`src/rtl/keypad_scan.sv`:
```
// Matrix keypad scanner: drives one column low at a time, debounces the
// synchronized row inputs and reports the accepted key as a code plus a
// one-cycle key_valid pulse. key_down stays high until a debounced release.
//
// Output handshake: key_valid is a single-cycle strobe with no back-pressure
// (there is no ready). key_code and multi_key are valid in the cycle key_valid
// is high and hold their value until the next accepted key or reset.
module keypad_scan #(
  parameter int NUM_COLS     = 4,
  parameter int NUM_ROWS     = 4,
  parameter int SCAN_DIV     = 1000,
  parameter int DEBOUNCE_CNT = 4,
  localparam int CODE_W      = $clog2(NUM_ROWS * NUM_COLS)
) (
  input  logic                clk,
  input  logic                reset,
  input  logic [NUM_ROWS-1:0] kpr,
  output logic [NUM_COLS-1:0] kpc,
  output logic [CODE_W-1:0]   key_code,
  output logic                key_valid,
  output logic                key_down,
  output logic                multi_key
);

  localparam int COL_W = $clog2(NUM_COLS);
  localparam int DIV_W = $clog2(SCAN_DIV);
  localparam logic [NUM_COLS-1:0] KPC_COL0 = {1'b0, {(NUM_COLS-1){1'b1}}};

  typedef enum logic [1:0] {
    ST_SCAN     = 2'd0,
    ST_DEBOUNCE = 2'd1,
    ST_HELD     = 2'd2,
    ST_RELEASE  = 2'd3
  } state_t;

  state_t              state, state_n;
  logic [NUM_ROWS-1:0] kpr_m, kpr_s;
  logic [DIV_W-1:0]    div;
  logic                tick;
  logic [COL_W-1:0]    col, col_n, col_inc;
  logic [3:0]          stab_cnt, stab_n;
  logic [NUM_ROWS-1:0] cap, cap_n;
  logic                accept, release_done;
  logic                all_ones;
  logic [NUM_COLS-1:0] kpc_n;
  logic [CODE_W-1:0]   code_n;
  logic                multi_n;
  int                  row_sel;
  int                  zero_cnt;

  assign tick     = (div == DIV_W'(SCAN_DIV - 1));
  assign all_ones = &kpr_s;
  assign col_inc  = (col == COL_W'(NUM_COLS - 1)) ? '0 : col + COL_W'(1);

  // Two-flop synchronizer for the asynchronous row inputs (idle = all ones).
  always_ff @(posedge clk) begin
    if (reset) begin
      kpr_m <= '1;
      kpr_s <= '1;
    end else begin
      kpr_m <= kpr;
      kpr_s <= kpr_m;
    end
  end

  // Scan-rate divider: free-running 0..SCAN_DIV-1.
  always_ff @(posedge clk) begin
    if (reset) begin
      div <= '0;
    end else if (tick) begin
      div <= '0;
    end else begin
      div <= div + DIV_W'(1);
    end
  end

  // Next-state logic; every transition is gated by tick.
  always_comb begin
    state_n      = state;
    col_n        = col;
    stab_n       = stab_cnt;
    cap_n        = cap;
    accept       = 1'b0;
    release_done = 1'b0;
    if (tick) begin
      case (state)
        ST_SCAN: begin
          if (all_ones) begin
            col_n = col_inc;
          end else begin
            cap_n = kpr_s;
            if (DEBOUNCE_CNT == 1) begin
              state_n = ST_HELD;
              stab_n  = '0;
              accept  = 1'b1;
            end else begin
              state_n = ST_DEBOUNCE;
              stab_n  = 4'd1;
            end
          end
        end
        ST_DEBOUNCE: begin
          if (kpr_s == cap) begin
            if (stab_cnt + 4'd1 == 4'(DEBOUNCE_CNT)) begin
              state_n = ST_HELD;
              stab_n  = '0;
              accept  = 1'b1;
            end else begin
              stab_n = stab_cnt + 4'd1;
            end
          end else begin
            state_n = ST_SCAN;
            stab_n  = '0;
          end
        end
        ST_HELD: begin
          // Only a full release matters here; row changes are ignored.
          if (all_ones) begin
            if (DEBOUNCE_CNT == 1) begin
              state_n      = ST_SCAN;
              stab_n       = '0;
              col_n        = col_inc;
              release_done = 1'b1;
            end else begin
              state_n = ST_RELEASE;
              stab_n  = 4'd1;
            end
          end
        end
        ST_RELEASE: begin
          if (all_ones) begin
            if (stab_cnt + 4'd1 == 4'(DEBOUNCE_CNT)) begin
              state_n      = ST_SCAN;
              stab_n       = '0;
              col_n        = col_inc;
              release_done = 1'b1;
            end else begin
              stab_n = stab_cnt + 4'd1;
            end
          end else begin
            state_n = ST_HELD;
            stab_n  = '0;
          end
        end
        default: begin
          state_n = ST_SCAN;
          stab_n  = '0;
        end
      endcase
    end
  end

  // Key code: lowest pressed row wins; multi_key flags more than one low row.
  always_comb begin
    row_sel  = 0;
    zero_cnt = 0;
    for (int r = NUM_ROWS - 1; r >= 0; r--) begin
      if (!cap_n[r]) begin
        row_sel  = r;
        zero_cnt = zero_cnt + 1;
      end
    end
    code_n  = CODE_W'(row_sel * NUM_COLS + int'(col));
    multi_n = (zero_cnt > 1);
  end

  // One-cold column pattern for the column that will be active next cycle.
  always_comb begin
    kpc_n = '1;
    for (int i = 0; i < NUM_COLS; i++) begin
      kpc_n[i] = (i != (NUM_COLS - 1 - int'(col_n)));
    end
  end

  // FSM state, scan column and debounce bookkeeping.
  always_ff @(posedge clk) begin
    if (reset) begin
      state    <= ST_SCAN;
      col      <= '0;
      stab_cnt <= '0;
      cap      <= '1;
      kpc      <= KPC_COL0;
    end else begin
      state    <= state_n;
      col      <= col_n;
      stab_cnt <= stab_n;
      cap      <= cap_n;
      kpc      <= kpc_n;
    end
  end

  // Registered key reporting outputs.
  always_ff @(posedge clk) begin
    if (reset) begin
      key_valid <= 1'b0;
      key_down  <= 1'b0;
      key_code  <= '0;
      multi_key <= 1'b0;
    end else begin
      key_valid <= accept;
      if (accept) begin
        key_code  <= code_n;
        multi_key <= multi_n;
        key_down  <= 1'b1;
      end else if (release_done) begin
        key_down  <= 1'b0;
      end
    end
  end

endmodule

```
`config.mk`:
```
export PLATFORM = sky130hd
export DESIGN_NAME = keypad_scan
export DESIGN_NICKNAME = d
export VERILOG_FILES = /design/src/rtl/keypad_scan.sv
export SDC_FILE = /design/constraint.sdc
export NUM_CORES = 1
export LEC_CHECK = 0
export CORE_AREA = 2 2 71 73
export DETAILED_ROUTE_END_ITERATION = 6
export DIE_AREA = 0 0 73 75
export PLACE_DENSITY = 0.61
export SYNTH_ARGS = -nofsm -noshare
export SYNTH_HDL_FRONTEND = slang
export SYNTH_SLANG_ARGS = --single-unit
```
`constraint.sdc`:
```
create_clock -name clk -period 9 [get_ports clk]
set_input_delay 2.25 -clock clk [delete_from_list [all_inputs] [get_ports clk]]
set_output_delay 2.25 -clock clk [all_outputs]
set_load 0.05 [all_outputs]
```
After elaboration in Yosys (flattened, before gate mapping). Index checks and enable logic that the tools add are counted.

Add/subtract/negate cells: 8. Mux-type cells: 39. Magnitude comparators: 1. Reductions and logical operators: 7. Equal/unequal tests: 14.

Operators by type and width (number): $add 32x2->32 const B (3); $mux 32 (3); $gt 32x2->1 const B (1); $mux 4 (8); $reduce_bool 32->1 (1); $mux 2 (15); $pmux 4 s4 (1); $add 10x1->10 const B (1); $eq 10x10->1 const B (1); $mux 1 (10); $pmux 2 s4 (1); $eq 2x2->1 const B (3); $ne 3x3->1 const A (2); $ne 3x3->1 const B (2); $reduce_and 5->1 (1); $add 4x1->4 const B (1); $add 4x3->4 (1); $eq 4x3->1 const B (1); $eq 4x4->1 (1); $ne 2x2->1 const B (2); $pmux 2 s2 (1); $reduce_and 4->1 (1); $ne 2x3->1 const A (1); $reduce_and 3->1 (1); 6 further kinds (6).

Flip-flop bits (word level): 41. Word-level logic and storage cells: 81. Input port bits: 6. Output and inout port bits: 11.

Logic depth before layout (Yosys ltp). Gate-level depths: netlist of run 1.

Depth in word-level cells: 12. Mapped depth: 15. Depth with buffers taken out: 13.

Least setup slack after synthesis of run 1. Ideal clock, no wire load.

Path kind: input to register. From: in reset. To: reg div[7]. Library setup time: 0.070 ns. Stages: 4. Path slack: 5.967 ns. Arrival time: 2.963 ns. Cell sequence: clkbuf_1 -> or2_2 -> clkbuf_1 -> a21oi_1.

Word-level cells in the longest chain between the ends: 1.

RTL lines: start, declared (line 16) `input logic reset,`; $reduce_or 2->1 (no source line); end signal, assigned (line 73) `div <= div + DIV_W'(1);`; end, declared (line 38) `logic [DIV_W-1:0] div;`.

No other way between the ends. A chain may end at the register's enable or synchronous reset.

Worst setup path in the final report of run 1.
From: reg key_code[1]. To: out key_code[1].

RTL lines: start, declared (line 19) `output logic [CODE_W-1:0] key_code,`; start signal, assigned (line 202) `key_code <= code_n;`.

No word-level cell between the ends.

==> out/metrics.csv, run 1 <==
stage;metric;value;unit
flow_run;Max Cap Viol;0;
setup_path;CP max FO;2;
global_routing;initial antenna violation count;0;
clock_tree;Worst-path clk slew;0.07;ns
sta;Final Critical Period;3.691;ns
run_status;status;finished clean;
drt;Routed Antenna Nets;0;
setup_path;critical path class;reg -> out;
global_routing;gr usage total;15.01;%
sta;RSZ-0062 raised after global routing;false;
setup_path;critical path's slowest cell;clkdlybuf4s50_1;
yosys;syn_area_per_cell;8.786;um^2
sta;fin crit share;41.02;%
setup_path;required time of the critical path;6.75;ns
hold_path;Hold Crit Class;reg -> reg;
yosys;sequential share of the synthesized area;41.70;%
sta;Max Fclk;270.9;MHz
setup_path;arrival time at the worst endpoint;1.44;ns
hold_path;hold path depth;1;
yosys;post-synthesis simple-gate area fraction;27.02;%
sta;final max-slew violation count;0;
floorplan;die area;0.005475;mm^2
floorplan;IO Count;17;
yosys;Synth cell types;47;
setup_path;stages on the worst setup path;1;
drt;Via density;5.362;
yosys;Compound-Gate Fraction of Synth Area;12.46;%
floorplan;die width;73;um
clock_tree;post_cts resized;0;
place;pre-CTS WS;5.046;ns
final_layout;n_diodes;0;
global_routing;gr ovfl total;0;
setup_path;nature of the critical path endpoint;output pin;
floorplan;row cnt;25;
power_and_ir_drop;PwrDens;142.7;mW/mm^2
yosys;Synth Cell Area;0.001968;mm^2
clock_tree;Setup Fix Bufs, Post-CTS;0;
clock_tree;Sink Count;41;
sta;Rel. slew slack;41.99;%
yosys;YS warnings;0;
drt;DRT iter0 DRCs;51;
setup_path;worst-path cell chain;clkdlybuf4s50_1;
clock_tree;CTS Buf Count;5;
yosys;Adder-Cell Fraction of Synth Area;6.993;%
place;gpl congestion;0.8293;
sta;clk_skew;0.007758;ns
final_layout;Fill cells;455;
setup_path;CP max stage delay;0.81;ns
place;hpwl dp;2.634;mm
floorplan;die height;75;um
clock_tree;CTS tree;yes;
power_and_ir_drop;leakage;0.8646;nW
setup_path;R2R cell count;13;
yosys;main combinational cell family by area after synthesis;simple AND/OR/NAND/NOR gates;
clock_tree;Worst-Skew Late Latency;0.29;ns
drt;drt wl/cell;12.69;um
final_layout;non-filler cells, final;293;
final_layout;layout cells sized above 1;10.04;%
yosys;number of synthesized register bits;41;
yosys;Synth Area in XOR/XNOR;5.785;%
clock_tree;Max Root-Sink Buffers;2;
drt;drt drc;0;
yosys;Mapped Cells;224;
sta;Worst-Margin Slew;0.8674;ns
setup_path;WP buf/inv;1;
drt;total wire length;3.718;mm
yosys;post-synthesis mux area share;2.161;%
global_routing;largest net degree at the start of global routing;28;
floorplan;core area;0.004661;mm^2
clock_tree;Max H-tree Level;2;
sta;Setup Viol. Count Final;0;
drt;DR vias;1571;
final_layout;Layout area overhead;13.99;%
sta;final worst slack;5.309;ns
floorplan;Starting Density;42.23;%
setup_path;top cell family by delay on the critical path;buffers and inverters;
place;Inst Count DP;286;
clock_tree;Root Buffer;clkbuf_8;
sta;Fin. Hold Viols;0;
power_and_ir_drop;Worst VDD drop;0.07599;mV
setup_path;Critical Path Start Type;flip-flop;
final_layout;Final nets;256;
clock_tree;hold bufs inserted after CTS;0;
global_routing;vias in the first global route;1367;
yosys;Syn Nets;241;
global_routing;first-pass GRT wire length;6.292;mm
sta;setup TNS;0;ns
place;Port Buffers;16;
drt;drt pass-1 iters;4;
## cells in the final DEF (no fill, tap or decap), types with 5 or more instances in the layout
cell type        count
xor2_1               7
a21oi_1             12
nor2_1              19
nand3_1             11
dfxtp_1             41
xnor2_1              6
or2_2                9
o21ai_0             11
ha_1                11
nand2_1             21
nor3_1               5
and3_1               8
clkbuf_8             6
or3_1                5
inv_1                8
clkdlybuf4s50_1     16
## worst paths after layout
path | start | end | slack [ns]
max | key_code[1] | key_code[1] | 5.31
min | kpr_m[3] | kpr_s[3] | 0.41
max reg2reg | state[0] | multi_key | 5.56
min reg2reg | kpr_m[3] | kpr_s[3] | 0.41
## flip-flops by register name, summed over array words and instances (netlist names), 2 cells and up
| signal | flops |
|---|---|
| col | 2 |
| kpr_s | 4 |
| cap | 4 |
| div | 10 |
| state | 2 |
| kpc | 4 |
| kpr_m | 4 |
| stab_cnt | 4 |
| key_code | 4 |
## routing by layer
metal,wire length (um),track usage (%),vias to the layer above
met1,1892,20.37,732
met4,57,6.790,0
met2,1656,22.02,24
met5,0,0,-
met3,112,4.552,6
li1,-,-,809
## through the flow
step	total power, mW	utilization (%)	area, um^2	hold slack (ns)
2_1_floorplan	0.1981	-	1968	0.3895
3_3_place_gp	0.2017	46.20	2153	0.3918
3_5_place_dp	0.2020	46.20	2153	0.3928
4_1_cts	0.3250	48.13	2243	0.4113
5_1_grt	0.3329	48.13	2243	0.4185
6_report	0.3202	48.13	2243	0.4095
## power breakdown
| part | internal, mW | switching (mW) |
|---|---|---|
| sequential | 0.184 | 0.00243 |
| clock | 0.0606 | 0.0619 |
| combinational | 0.00549 | 0.00564 |
| total | 0.250 | 0.0700 |
## Yosys cell counts, drive strengths merged
cell type  number  share of area (%)
o21ai          11                2.8
or2             9                2.9
a21oi          12                3.1
inv             9                1.7
clkbuf          5               0.95
xor2            7                3.1
nor4            2               0.64
a211oi          2               0.76
nor2           19                3.6
o31a            1               0.45
a41o            1               0.51
or4             2               0.76
o2111ai         1               0.45
nor3            6                1.8
nand4           3                1.3
buf             3                1.2
and3           10                3.3
nand3          11                2.8
nor3b           1               0.38
or3             6                2.0
a31oi           3               0.95
nor2b           2               0.64
ha             11                7.0
nand2          21                4.0
dfxtp          41                 42
a22oi           2                1.0
o21a            2               0.76
nand2b          2               0.64
and2            1               0.32
o32ai           1               0.45
a32oi           1               0.45
a211o           1               0.45
o211ai          1               0.38
nand4b          1               0.45
xnor2           6                2.7
and4            1               0.45
mux2i           3                2.2
nand3b          3                1.1
## logic make-up after synthesis
kind of cell | count (synthesis)
AOI/OAI and AO/OA | 39
xor gates and xnor gates | 13
adders and majority gates | 11
buffers and inverters | 17
DFF | 41
muxes | 3
and+or+nand+nor | 100
## layout make-up
| class | instances | area (um^2) | share of cell area (%) |
|---|---|---|---|
| multi-input cells | 166 | 1071 | 47.74 |
| flip-flops and latches | 41 | 820.8 | 36.59 |
| repair buffers | 16 | 160.2 | 7.139 |
| clock buffers | 6 | 82.58 | 3.681 |
| well taps | 54 | 67.56 | 3.012 |
| inverters | 9 | 33.78 | 1.506 |
| clock inverters | 1 | 7.507 | 0.3346 |
Power figures use the tool's default switching activity.
==> run 2, diff against run 1 <==
- clock period: 9 -> 3.4 ns (I/O delays scaled with it)
==> run 2 against run 1 <==
- sequential power rose to 2.7 times the previous value
- combinational power rose to 2.8 times the previous value
- die area did not move
- utilization is 1.0 points higher
- cell count up 1.4%
- hold slack better by 0.0022 ns
- clock skew is 0.0056 ns higher
- critical path type is now reg -> reg
- wire length fell by 0.19%
- register-to-register slack got worse by 5.2 ns
- sequential share of layout area fell by 0.78 points
- first-iteration DRC count is 2.0% higher
- final area up 2.2%
==> out/metrics.csv, run 2 (same netlist as run 1, synthesis figures left out) <==
stage;metric;value;unit
run_status;status;finished clean;
setup_path;critical path class;reg -> reg;
floorplan;core area;0.004661;mm^2
clock_tree;Max H-tree Level;2;
drt;Routed Antenna Nets;0;
floorplan;row cnt;25;
sta;final worst slack;0.3903;ns
clock_tree;Worst-Skew Late Latency;0.30;ns
sta;worst hold slack;0.4117;ns
setup_path;R2R cell count;13;
power_and_ir_drop;PwrDens;406.1;mW/mm^2
final_layout;commonest non-fill, non-tap cell in the layout;dfxtp_1;
clock_tree;Max Root-Sink Buffers;2;
sta;Fin. Hold Viols;0;
hold_path;Hold Crit Class;reg -> reg;
floorplan;die width;73;um
sta;final max-slew violation count;0;
global_routing;largest net degree at the start of global routing;20;
hold_path;hold endpoint;kpr_s[1];
clock_tree;hold bufs inserted after CTS;0;
global_routing;gr usage total;15.19;%
drt;drt wl/cell;12.49;um
place;hpwl dp;2.674;mm
drt;DR vias;1541;
final_layout;Biggest register;div;
place;Inst Count DP;289;
setup_path;reg2reg start;state[0];
sta;RSZ-0062 raised after global routing;false;
clock_tree;Sink Count;41;
setup_path;FF-to-FF End;multi_key;
drt;total wire length;3.711;mm
sta;clk_skew;0.01333;ns
sta;Max Fclk;332.3;MHz
floorplan;IO Count;17;
setup_path;nature of the critical path endpoint;flip-flop;
clock_tree;CTS tree;yes;
clock_tree;CTS Buf Count;5;
hold_path;hold wc startpoint;kpr_m[1];
final_layout;Final Instance Area;0.002292;mm^2
sta;Rel. slew slack;56.31;%
setup_path;R2R Setup Slk;0.39;ns
floorplan;die area;0.005475;mm^2
power_and_ir_drop;Worst VDD drop;0.1829;mV
final_layout;n_diodes;0;
sta;fin crit share;88.52;%
clock_tree;Root Buffer;clkbuf_8;
sta;Setup Viol. Count Final;0;
setup_path;CP max FO;7;
place;Placed Area;0.002176;mm^2
final_layout;Fill cells;447;
final_layout;commonest cells after routing, fill and taps aside;41 x dfxtp_1, 21 x nand2_1, 19 x nor2_1;
sta;Worst-Margin Slew;0.6533;ns
place;Port Buffers;16;
final_layout;Final nets;259;
setup_path;Critical Path Start Type;flip-flop;
final_layout;max FFs per register;10;
clock_tree;Worst-path clk slew;0.08;ns
global_routing;initial antenna violation count;0;
power_and_ir_drop;leakage;0.8942;nW
drt;Via density;5.189;
sta;Final Critical Period;3.010;ns
clock_tree;Setup Fix Bufs, Post-CTS;0;
final_layout;layout cells sized above 1;11.11;%
final_layout;non-filler cells, final;297;
hold_path;hold path depth;1;
setup_path;arrival time at the worst endpoint;3.21;ns
global_routing;first-pass GRT wire length;6.499;mm
drt;drt drc;0;
clock_tree;post_cts resized;0;
floorplan;die height;75;um
floorplan;Starting Density;42.23;%
drt;drt pass-1 iters;4;
global_routing;vias in the first global route;1452;
global_routing;gr ovfl total;0;
place;pre-CTS WS;0.3955;ns
final_layout;Layout area overhead;16.47;%
setup_path;required time of the critical path;3.60;ns
drt;DRT iter0 DRCs;52;
sta;setup TNS;0;ns
flow_run;Max Cap Viol;0;
place;gpl congestion;0.8387;
## run 2: cell count changes in the layout (fill, tap and decap cells not counted), sizes merged
cell,delta
clkbuf,+1
clkinvlp,-1
buf,+3
bufinv,+1
## run 2: routing by layer
metal | up-vias | wire length, um | global-route usage, %
met2 | 28 | 1603 | 23.02
li1 | 815 | - | -
met5 | - | 0 | 0
met4 | 0 | 106 | 7.819
met3 | 9 | 133 | 4.150
met1 | 689 | 1868 | 19.85
## run 2: power by group
group / leakage (nW) / switching, mW / internal [mW]
Sequential: 0.333 / 0.00640 / 0.487
Combinational: 0.503 / 0.0159 / 0.0153
Clock: 0.0585 / 0.167 / 0.239
## run 2: how the worst max path moves through the flow
| stage | start | to | cells past startpoint |
|---|---|---|---|
| after detailed placement | state[0] | multi_key | 13 |
| after CTS | state[0] | multi_key | 13 |
| after floorplan | div[0] | multi_key | 14 |
| after global placement | state[0] | multi_key | 13 |
| final | state[0] | multi_key | 13 |
| after global routing | state[0] | multi_key | 13 |
## run 2: stage by stage
| step | power (mW) | util [%] |
|---|---|---|
| after floorplan | 0.5245 | - |
| after global placement | 0.5368 | 46.68 |
| after detailed placement | 0.5367 | 46.68 |
| after CTS | 0.9442 | 49.18 |
| after global routing | 0.9665 | 49.18 |
| final | 0.9309 | 49.18 |
## run 2: worst max-delay path: stages, from the launching register on
cell       delay (ns)
dfxtp_1          0.33
inv_1            0.12
ha_1             0.31
nand3b_1         0.10
or4_1            0.42
a32oi_1          0.32
inv_1            0.15
ha_1             0.40
xnor2_1          0.16
nor2_1           0.10
nand3_1          0.10
o211ai_1         0.11
o2111ai_1        0.12
o21a_1           0.18
## run 2: area by class of cell
class / instances / area [um^2] / area share (%)
Clock buffer: 7 / 86.33 / 3.766
Clock inverter: 1 / 30.03 / 1.310
Inverter: 9 / 33.78 / 1.474
Multi-Input combinational cell: 166 / 1071 / 46.72
Sequential cell: 41 / 820.8 / 35.81
Tap cell: 54 / 67.56 / 2.948
Timing Repair Buffer: 19 / 182.7 / 7.969
